===== src/rtl/bit_serializer_pkg.sv =====
// Shared definitions for bit_serializer: state encoding and default word width.
// The SER_PARITY_EN macro (even-parity slot after each word) is left undefined by default.
package bit_serializer_pkg;

    localparam logic ST_IDLE  = 1'b0;
    localparam logic ST_SHIFT = 1'b1;

    localparam int unsigned SER_W = 8;

    typedef enum logic {
        StIdle  = ST_IDLE,
        StShift = ST_SHIFT
    } ser_state_e;

endpackage


===== src/rtl/bit_serializer.sv =====
// Double-buffered parallel-to-serial front end, MSB first, paced by bit_en.
// Define SER_PARITY_EN to append an even-parity bit after each word.
module bit_serializer
    import bit_serializer_pkg::*;
#(
    parameter int unsigned W = SER_W
) (
    input  logic         clk,
    input  logic         rst_n,
    input  logic         in_valid,
    input  logic [W-1:0] in_data,
    output logic         in_ready,
    input  logic         bit_en,
    output logic         dout,
    output logic         dout_valid,
    output logic         busy,
    output logic         word_done
);

`ifdef SER_PARITY_EN
    localparam int unsigned CW   = $clog2(W + 2);
    localparam int unsigned LAST = W;
`else
    localparam int unsigned CW   = $clog2(W + 1);
    localparam int unsigned LAST = W - 1;
`endif
    localparam logic [CW-1:0] LastCnt = CW'(LAST);

    ser_state_e    state_q, state_d;
    logic [W-1:0]  hold_q, hold_d;
    logic          hold_full_q, hold_full_d;
    logic [W-1:0]  shift_q, shift_d;
    logic [CW-1:0] cnt_q, cnt_d;
    logic          word_done_q, word_done_d;
    logic          load;
`ifdef SER_PARITY_EN
    logic          par_q, par_d;
`endif

    always_comb begin
        state_d     = state_q;
        hold_d      = hold_q;
        hold_full_d = hold_full_q;
        shift_d     = shift_q;
        cnt_d       = cnt_q;
        word_done_d = 1'b0;
        load        = 1'b0;
`ifdef SER_PARITY_EN
        par_d       = par_q;
`endif

        // Accept only into an empty holding register, so it never collides with a reload.
        if (in_valid && !hold_full_q) begin
            hold_d      = in_data;
            hold_full_d = 1'b1;
        end

        unique case (state_q)
            StIdle: begin
                if (hold_full_q) begin
                    load    = 1'b1;
                    state_d = StShift;
                end
            end
            StShift: begin
                if (bit_en) begin
                    if (cnt_q == LastCnt) begin
                        word_done_d = 1'b1;
                        if (hold_full_q) begin
                            load = 1'b1;
                        end else begin
                            state_d = StIdle;
                        end
                    end else begin
                        shift_d = {shift_q[W-2:0], 1'b0};
                        cnt_d   = cnt_q + CW'(1);
                    end
                end
            end
            default: state_d = StIdle;
        endcase

        if (load) begin
            shift_d     = hold_q;
            hold_full_d = 1'b0;
            cnt_d       = '0;
`ifdef SER_PARITY_EN
            par_d       = ^hold_q;
`endif
        end
    end

    always_ff @(posedge clk or negedge rst_n) begin
        if (!rst_n) begin
            state_q     <= StIdle;
            hold_q      <= '0;
            hold_full_q <= 1'b0;
            shift_q     <= '0;
            cnt_q       <= '0;
            word_done_q <= 1'b0;
`ifdef SER_PARITY_EN
            par_q       <= 1'b0;
`endif
        end else begin
            state_q     <= state_d;
            hold_q      <= hold_d;
            hold_full_q <= hold_full_d;
            shift_q     <= shift_d;
            cnt_q       <= cnt_d;
            word_done_q <= word_done_d;
`ifdef SER_PARITY_EN
            par_q       <= par_d;
`endif
        end
    end

    assign in_ready   = ~hold_full_q;
    assign dout_valid = (state_q == StShift);
    assign busy       = (state_q == StShift) || hold_full_q;
    assign word_done  = word_done_q;
`ifdef SER_PARITY_EN
    // Once all data bits are out, the slot at count W carries the latched parity.
    assign dout = (state_q == StShift) && ((cnt_q == CW'(W)) ? par_q : shift_q[W-1]);
`else
    assign dout = (state_q == StShift) && shift_q[W-1];
`endif

endmodule


===== config.mk =====
export PLATFORM = sky130hd
export DESIGN_NAME = bit_serializer
export DESIGN_NICKNAME = d
export VERILOG_FILES = /design/src/rtl/bit_serializer_pkg.sv /design/src/rtl/bit_serializer.sv
export SDC_FILE = /design/constraint.sdc
export NUM_CORES = 1
export LEC_CHECK = 0
export ABC_AREA = 1
export CAP_MARGIN = 25
export CORE_MARGIN = 4
export CORE_UTILIZATION = 60
export CTS_CLUSTER_SIZE = 20
export DETAILED_ROUTE_END_ITERATION = 12
export DONT_BUFFER_PORTS = 1
export GPL_TIMING_DRIVEN = 0
export PLACE_DENSITY = 0.76
export SYNTH_ARGS = -nofsm -noshare
export SYNTH_HDL_FRONTEND = slang
export SYNTH_SLANG_ARGS = --single-unit

===== constraint.sdc =====
create_clock -name clk -period 1.49 [get_ports clk]
set_input_delay 0.149 -clock clk [delete_from_list [all_inputs] [get_ports clk]]
set_output_delay 0.149 -clock clk [all_outputs]
set_load 0.01 [all_outputs]

; ---- Word-level counts from Yosys, hierarchy flattened
; Cells that the tools add are included.
[totals]
register_bits = 23
latchBits = 0
ramBits = 0
romBits = 0
input_bits = 12
memories = 0
[classes]
add_sub_neg = 1
n_mul = 0
div = 0
n_lt_le_gt_ge = 0
n_eq_ne = 2
shift = 0
mux = 20
bitwise_logic = 2
reduce_logical = 8
[op_table]
columns = operator, count
row1 = 8-bit 2-to-1 mux, 4
row2 = 4-bit 2-to-1 mux, 4
row3 = 1-bit 2-to-1 mux, 10
row4 = 2-bit nonzero test, 3
row5 = 4-bit by 1-bit adder with 4-bit output (second input constant), 1
row6 = 4-bit by 3-bit equality test with 1-bit output (second input constant), 1
row7 = 1-bit case mux with 2 select lines, 2
row8 = 3-bit AND reduction, 1
row9 = 1-bit logical AND, 2
row10 = 2-bit != test (second input constant), 1
row11 = 1-bit inverter, 2
row12 = 1-bit logical NOT, 1
row13 = 1-bit logical OR, 1

; ---- Logic depth before layout (Yosys ltp)
; Gate-level depths: netlist (run 1).
[logic_depth]
word_depth = 6
ltp_mapped = 8

; ---- Least setup slack after synthesis (run 1)
; No wires, ideal clock.
[synth_path]
path_type = reg2reg
startpoint = register cnt_q[0]
endpoint = register shift_q[6]
arrival_ns = 1.196
setup_slack_ns = 0.177
stages_incl_launch_ff = 9
path_buffers = 1
synth_period_minus_slack_ns = 1.313
path_cell_list = dfrtp_1 ha_1 nand4_2 nand2_4 nand2_4 buf_6 nand2_2 nand2_1 nand2_1
[synth_between]
elab_chain_cells = 6
[synth_lines]
columns = element, line
row1 = from (decl), bit_serializer.sv:33  ; logic [CW-1:0] cnt_q, cnt_d;
row2 = from (signal assigned), bit_serializer.sv:109  ; cnt_q <= cnt_d;
row3 = 4-bit by 3-bit equality test with 1-bit output *, bit_serializer.sv:67  ; if (cnt_q == LastCnt) begin
row4 = 1-bit 2-to-1 mux, bit_serializer.sv:67
row5 = 1-bit 2-to-1 mux, bit_serializer.sv:66  ; if (bit_en) begin
row6 = 1-bit case mux with 2 select lines, bit_serializer.sv:58  ; unique case (state_q)
row7 = 2-bit != test (no source line) / 2-bit nonzero test (equally long branches), n/a
row8 = 3-bit AND reduction (no source line), n/a
row9 = to (signal assigned), bit_serializer.sv:108  ; shift_q <= shift_d;
row10 = to (decl), bit_serializer.sv:32  ; logic [W-1:0] shift_q, shift_d;
; Mark *: on every way between the ends. The rest lies on a longest branch, timed or not.
; A chain may end at the register's enable or synchronous reset.

; ---- Final worst setup path (run 1)
[layout_path]
startpoint = register cnt_q[1]
endpoint = register shift_q[2]
; The elaborated chain is that of the path after synthesis.

==> reports/results.tsv, run 1 <==
metric	value	unit
run status	completed	
Placement Rows	15	
CP Cell Sequence	ha_4 -> nand4_2 -> nand2_4 -> nand2_4 -> buf_6 -> nand3_1 -> nand2_1	
Sw Pwr	0.842	mW
largest family of logic cells by synthesized area	simple AND/OR/NAND/NOR gates	
Syn. warnings	0	
Clock Skew	3.80	ps
Sw Share	38.7	%
WL per Instance	12.7	microns
H-tree depth	1	
Fin. Hold Viols	0	
Syn Area/Cell	8.50	sq um
RR Startpoint	cnt_q[1]$_DFFE_PN0P_	
crit path DAT	1640	ps
Routed WL	2180	microns
mux share of post-synthesis cell area	1.01	%
Logic pwr share	38.2	%
Synth Area in Compound Gates	4.72	%
DP Cell Count	156	
worst-margin pin slew	402	ps
worst hold start	bit_en	
number of I/O port buffers	0	
initial detailed-routing violation count	20	
via/cell ratio	5.15	
GRT overflow	0	
clock root buffer	clkbuf_4	
worst setup path start	cnt_q[1]$_DFFE_PN0P_	
post-synth cell types	20	
non-filler cells, final	171	
routability cong.	0.746	
Crit Path Class	flop to flop	
first-pass GRT wire length	3780	microns
Seq cells post-synth	23	
Final #Nets	160	
TritonCTS clock tree	yes	
Post-Synth Simple-Gate Area	32.4	%
core footprint	0.00175	sq mm
period utilization	95.2	%
ant diodes	0	
# fillers	136	
drt pass-1 iters	4	
total negative slack	0	ps
Post-Syn Instances	131	
CTS sink count	23	
clock share of power	13.4	%
area grow syn2layout	18.4	%
Ports	17	
Setup violations, final	0	
DRC violations left	0	
multi-input logic area	465	sq um
# Max-Cap Violations	0	
initial antenna violation count	0	
share of layout cells above drive strength 1	14.4	%
relative slew slack	73.1	%
maximum vdd drop	1.01	mV
min cycle time layout	1420	ps
Crit-path slowest cell	dfrtp_1	
Max FO, Critical Path	10	
Initial Util	63.8	%
Pleak	0.708	nW
Fin Hold WS	17.5	ps
PwrDens	1650	mW/mm^2
Die ar.	0.00261	sq mm
Pint	1.33	mW
cts bufs inserted	3	
total chip power	2.17	mW
Fmax	0.705	GHz
Seq/Total Area, Yosys	51.7	%
dominant cell type by area after synthesis	dfrtp_1	
Area contributors post-synth	dfrtp_1, nand3_1, nand2_1	
dpl hpwl	1410	microns
cell repeated most along the worst path	nand2_4	
Sequential Area	577	sq um
Final Slew Violations	0	
post-route ant nets	0	
Crit path max-delay family	simple AND/OR/NAND/NOR gates	
GRT Total Usage	19.1	%
Mapped Area	0.00111	sq mm
critical path capture point type	flop	
post-layout util	75.6	%
CP required	1710	ps
total number of vias	880	
slowest stage delay, CP	440	ps
CTS clk-pin slew, worst paths	130	ps
pin count of the biggest net entering global routing	24	
Synth Area in Adders	1.12	%
Worst setup SP type	flop	
vias in the first global route	861	
Die Y	51.1	microns
Tightest Hold Check Type	primary input to flop	
CTS max path bufs	2	
Seq pwr share	48.3	%
post-synthesis xor/xnor area fraction	0.787	%
WP buf/inv	1	
Die X	51.1	microns
post-synth top area share	51.7	%
syn_nets	144	
clk_lat worst skew	310	ps
==> flip-flops by register name (all words and copies together) (netlist names) <==
register,count
hold_full_q,1
word_done,1
cnt_q,4
shift_q,8
hold_q,8
dout_valid,1
==> stage by stage <==
step | worst slack [ps] | instance area (sq um)
2_1_floorplan | 177 | 1110
4_1_cts | 24.3 | 1250
6_report | 71.4 | 1320
5_1_grt | -9.96 | 1320
3_5_place_dp | 11.3 | 1140
3_3_place_gp | 50.6 | 1140
==> power by group through the flow <==
stage          sequential, mW  combinational [mW]  clock (mW)
5_1_grt                  1.09               0.965       0.328
2_1_floorplan            1.01               0.603           0
3_3_place_gp             1.04               0.684           0
4_1_cts                  1.04               0.754       0.294
6_report                 1.05               0.831       0.292
3_5_place_dp             1.05               0.717           0
==> path summary, 6_finish.rpt <==
path	slack, ps	end	cells after the start
min in group asynchronous	180	cnt_q[3]$_DFFE_PN0P_	1
max in group asynchronous	880	dout_valid$_DFF_PN0_	2
max	70	shift_q[2]$_DFFE_PN0P_	7
min	20	word_done$_DFF_PN0_	2
min reg2reg	520	shift_q[0]$_DFFE_PN0P_	2
max reg2reg	70	shift_q[2]$_DFFE_PN0P_	7
==> per-layer routing <==
metal | track usage [%] | wire length (microns) | vias to the layer above
li1 | - | - | 447
met1 | 24.8 | 968 | 415
met2 | 32.0 | 1110 | 14
met3 | 3.50 | 68 | 4
met4 | 6.73 | 23 | 0
met5 | 0 | 0 | -
==> area by class of cell <==
cell class	instances	area share (%)
Sequential cell	23	43.7
Multi-Input combinational cell	89	35.3
Timing Repair Buffer	11	9.49
Inverter	15	4.36
Buffer	4	2.66
Tap cell	25	2.37
Clock buffer	3	1.71
Clock inverter	1	0.380
==> kinds of logic (layout without fill, tap and decap cells) <==
group                      count (synthesis)  after routing
adders and majority gates                  1              1
muxes                                      1              1
DFF                                       23             23
and+or+nand+nor                           76             76
AOI/OAI and AO/OA                         10             10
buffers and inverters                     19             34
xor gates and xnor gates                   1              1
==> placed cells by master, fill, tap and decap left out <==
master         synthesis  layout
dlygate4sd3_1          0       9
nand3_1               24      24
nand2_4                3       3
nor2_1                12      12
buf_16                 0       1
buf_6                  2       2
nand4_2                1       1
nand3_4                0       1
nand4_1                1       1
dfrtp_1               23      22
nand2_1               32      32
inv_1                 14      14
buf_4                  1       2
o21ai_0                2       2
clkinv_2               1       2
o21bai_1               1       1
nand2_2                2       2
a21oi_1                7       7
dfrtp_2                0       1
buf_2                  1       1
xor2_1                 1       1
clkbuf_4               0       3
mux2_2                 1       1
ha_4                   0       1
==> cell usage after synthesis <==
| cell | count |
|---|---|
| nand4_2 | 1 |
| xor2_1 | 1 |
| buf_2 | 1 |
| nand4_1 | 1 |
| nand3_1 | 24 |
| o21bai_1 | 1 |
| a21oi_1 | 7 |
| inv_1 | 14 |
| nand3_2 | 1 |
| mux2_2 | 1 |
| nand2_4 | 3 |
| nand2_1 | 32 |
| ha_1 | 1 |
| nand2_2 | 2 |
| o21ai_0 | 2 |
| dfrtp_1 | 23 |
| buf_4 | 1 |
| buf_6 | 2 |
| nor2_1 | 12 |
| clkinv_2 | 1 |
==> timing repair <==
item                       CTS  global route
hold endpoints to repair    30             1
buffers inserted             0             1
setup endpoints to repair    4            11
pin swaps                    0             0
hold buffers                 8             1
gates resized for setup      1             3
Power figures use the tool's default switching activity.
==> run 2, diff against run 1 <==
--- a/config.mk
+++ b/config.mk
@@ -6,14 +6,15 @@
 export NUM_CORES = 1
 export LEC_CHECK = 0
 export ABC_AREA = 1
+export ABC_CLOCK_PERIOD_IN_PS = 1710
 export CAP_MARGIN = 25
 export CORE_MARGIN = 4
-export CORE_UTILIZATION = 60
+export CORE_UTILIZATION = 65
 export CTS_CLUSTER_SIZE = 20
 export DETAILED_ROUTE_END_ITERATION = 12
 export DONT_BUFFER_PORTS = 1
 export GPL_TIMING_DRIVEN = 0
-export PLACE_DENSITY = 0.76
+export PLACE_DENSITY = 0.81
 export SYNTH_ARGS = -nofsm -noshare
 export SYNTH_HDL_FRONTEND = slang
 export SYNTH_SLANG_ARGS = --single-unit
==> constraint.sdc (replaced) <==
create_clock -name clk -period 1.71 [get_ports clk]
set_input_delay 0.171 -clock clk [delete_from_list [all_inputs] [get_ports clk]]
set_output_delay 0.171 -clock clk [all_outputs]
set_load 0.01 [all_outputs]
==> reports/results.tsv, run 2 (synthesis gave the netlist of run 1 again) <==
metric	value	unit	change
pin count of the biggest net entering global routing	24		unchanged
Initial Util	71.4	%	was 63.8%
maximum vdd drop	0.927	mV	was 1.01 mV
total chip power	1.79	mW	was 2.17 mW
area grow syn2layout	8.31	%	was 18.4%
Logic pwr share	36.0	%	was 38.2%
# Max-Cap Violations	0		unchanged
relative slew slack	76.5	%	was 73.1%
Largest regs	hold_q x8, shift_q x8, cnt_q x4		unchanged
Worst setup SP type	flop		unchanged
Ports	17		unchanged
H-tree depth	1		unchanged
number of I/O port buffers	0		unchanged
Crit-path slowest cell	dfrtp_1		unchanged
PwrDens	1480	mW/mm^2	was 1650 mW/mm^2
CP Cell Sequence	ha_1 -> nand3_2 -> nand2_4 -> buf_6 -> xor2_1 -> nor2_1		was ha_4 -> nand4_2 -> nand2_4 -> nand2_4 -> buf_6 -> nand3_1 -> nand2_1
CTS clk-pin slew, worst paths	120	ps	was 130 ps
WL per Instance	13.0	microns	was 12.7 microns
total number of vias	840		was 880
Max FO, Critical Path	10		unchanged
RSZ-0062 raised after global routing	false		
cts bufs inserted	3		unchanged
Fin. Hold Viols	0		unchanged
dpl hpwl	1480	microns	was 1410 microns
Seq pwr share	50.3	%	was 48.3%
core footprint	0.00156	sq mm	was 0.00175 sq mm
first-pass GRT wire length	3620	microns	was 3780 microns
Pint	1.11	mW	was 1.33 mW
CP required	1920	ps	was 1710 ps
Die Y	49.4	microns	was 51.1 microns
Fmax	0.664	GHz	was 0.705 GHz
worst-margin pin slew	352	ps	was 402 ps
Final Slew Violations	0		unchanged
drt pass-1 iters	4		unchanged
Crit Path Class	flop to flop		unchanged
Tightest Hold Check Type	primary input to flop		unchanged
initial detailed-routing violation count	16		was 20
share of layout cells above drive strength 1	12.9	%	was 14.4%
GRT overflow	0		unchanged
run status	completed		unchanged
slowest stage delay, CP	410	ps	was 440 ps
routability cong.	0.731		was 0.746
clk_lat worst skew	310	ps	about the same
Routed WL	2020	microns	was 2180 microns
leading cell type in the layout, fill and taps excluded	nand2_1		unchanged
# fillers	118		was 136
Pleak	0.673	nW	was 0.708 nW
period utilization	88.1	%	was 95.2%
TritonCTS clock tree	yes		unchanged
GRT Total Usage	19.2	%	was 19.1%
Final #Nets	153		was 160
crit path DAT	1710	ps	was 1640 ps
CTS sink count	23		unchanged
postcts setup bufs	0		unchanged
most frequent cells in the layout	nand2_1, nand3_1, dfrtp_1		unchanged
vias in the first global route	862		was 861
ant diodes	0		unchanged
min cycle time layout	1510	ps	was 1420 ps
Setup violations, final	0		unchanged
Crit path max-delay family	simple AND/OR/NAND/NOR gates		unchanged
Die X	49.4	microns	was 51.1 microns
clock share of power	13.7	%	was 13.4%
via/cell ratio	5.42		was 5.15
DRC violations left	0		unchanged
total negative slack	0	ps	unchanged
clock root buffer	clkbuf_4		unchanged
Die ar.	0.00244	sq mm	was 0.00261 sq mm
Placement Rows	14		was 15
initial antenna violation count	0		unchanged
CTS max path bufs	2		unchanged
Sw Pwr	0.679	mW	was 0.842 mW
Sw Share	38.0	%	was 38.7%
Clock Skew	7.50	ps	was 3.80 ps
WP buf/inv	1		unchanged
post-route ant nets	0		unchanged
critical path capture point type	flop		unchanged
## run 2: cell types whose count changed in the layout (fill, tap and decap cells not counted)
cell           delta
buf_16            -1
buf_8             +1
buf_4             -1
nand3_4           -1
dlygate4sd3_1     -6
dfrtp_2           -1
ha_4              -1
dfrtp_1           +1
ha_1              +1
nand3_2           +1
## run 2: final cells by class
class	count	area [sq um]	area share [%]
well taps	16	20.0	1.66
inverters	15	57.6	4.77
multi-input cells	89	445	36.9
repair buffers	4	45.0	3.73
flip-flops and latches	23	576	47.7
plain buffers	4	35.0	2.90
clock inverters	1	5.00	0.415
clock buffers	3	22.5	1.87
## run 2: repair_timing
| action | 4_1_cts | 5_1_grt |
|---|---|---|
| resized for setup | 0 | 0 |
| endpoints found under the hold margin | 23 | 2 |
| hold buffers | 1 | 2 |
## run 2: final timing paths
| check | start | to | slack [ps] | depth (start not counted) |
|---|---|---|---|---|
| hold / removal | in_data[6] | hold_q[6]$_DFFE_PN0P_ | 3 | 2 |
| max in group asynchronous | rst_n | hold_q[1]$_DFFE_PN0P_ | 1090 | 2 |
| setup / recovery | cnt_q[0]$_DFFE_PN0P_ | cnt_q[0]$_DFFE_PN0P_ | 200 | 6 |
| hold reg to reg | hold_q[0]$_DFFE_PN0P_ | shift_q[0]$_DFFE_PN0P_ | 520 | 2 |
| setup reg to reg | cnt_q[0]$_DFFE_PN0P_ | cnt_q[0]$_DFFE_PN0P_ | 200 | 6 |
| min in group asynchronous | rst_n | cnt_q[1]$_DFFE_PN0P_ | 180 | 1 |
## run 2: per-layer routing
metal  wire length (microns)  global-route usage (%)  vias up
li1                        -                       -      434
met5                       0                       0        -
met2                    1050                    32.6       22
met1                     862                    23.1      380
met4                      23                    8.29        0
met3                      82                    4.59        4
## run 2: through the flow
stage | util, % | cells | setup slack, ps | cell area [sq um] | hold slack [ps]
floorplan | - | 131 | 397 | 1110 | -125
global placement | 72.7 | 147 | 271 | 1130 | -124
detailed placement | 72.7 | 147 | 231 | 1130 | -124
CTS | 75.1 | 152 | 205 | 1170 | 3.90
global route | 77.4 | 155 | 86.2 | 1210 | 3.70
finish | 77.4 | 155 | 204 | 1210 | 3.42
## run 2: power groups by stage
stage	Sequential, mW	Clock, mW	Combinational [mW]
CTS	0.899	0.248	0.641
global route	0.932	0.281	0.746
global placement	0.905	0	0.595
detailed placement	0.913	0	0.625
finish	0.898	0.244	0.643
floorplan	0.880	0	0.526
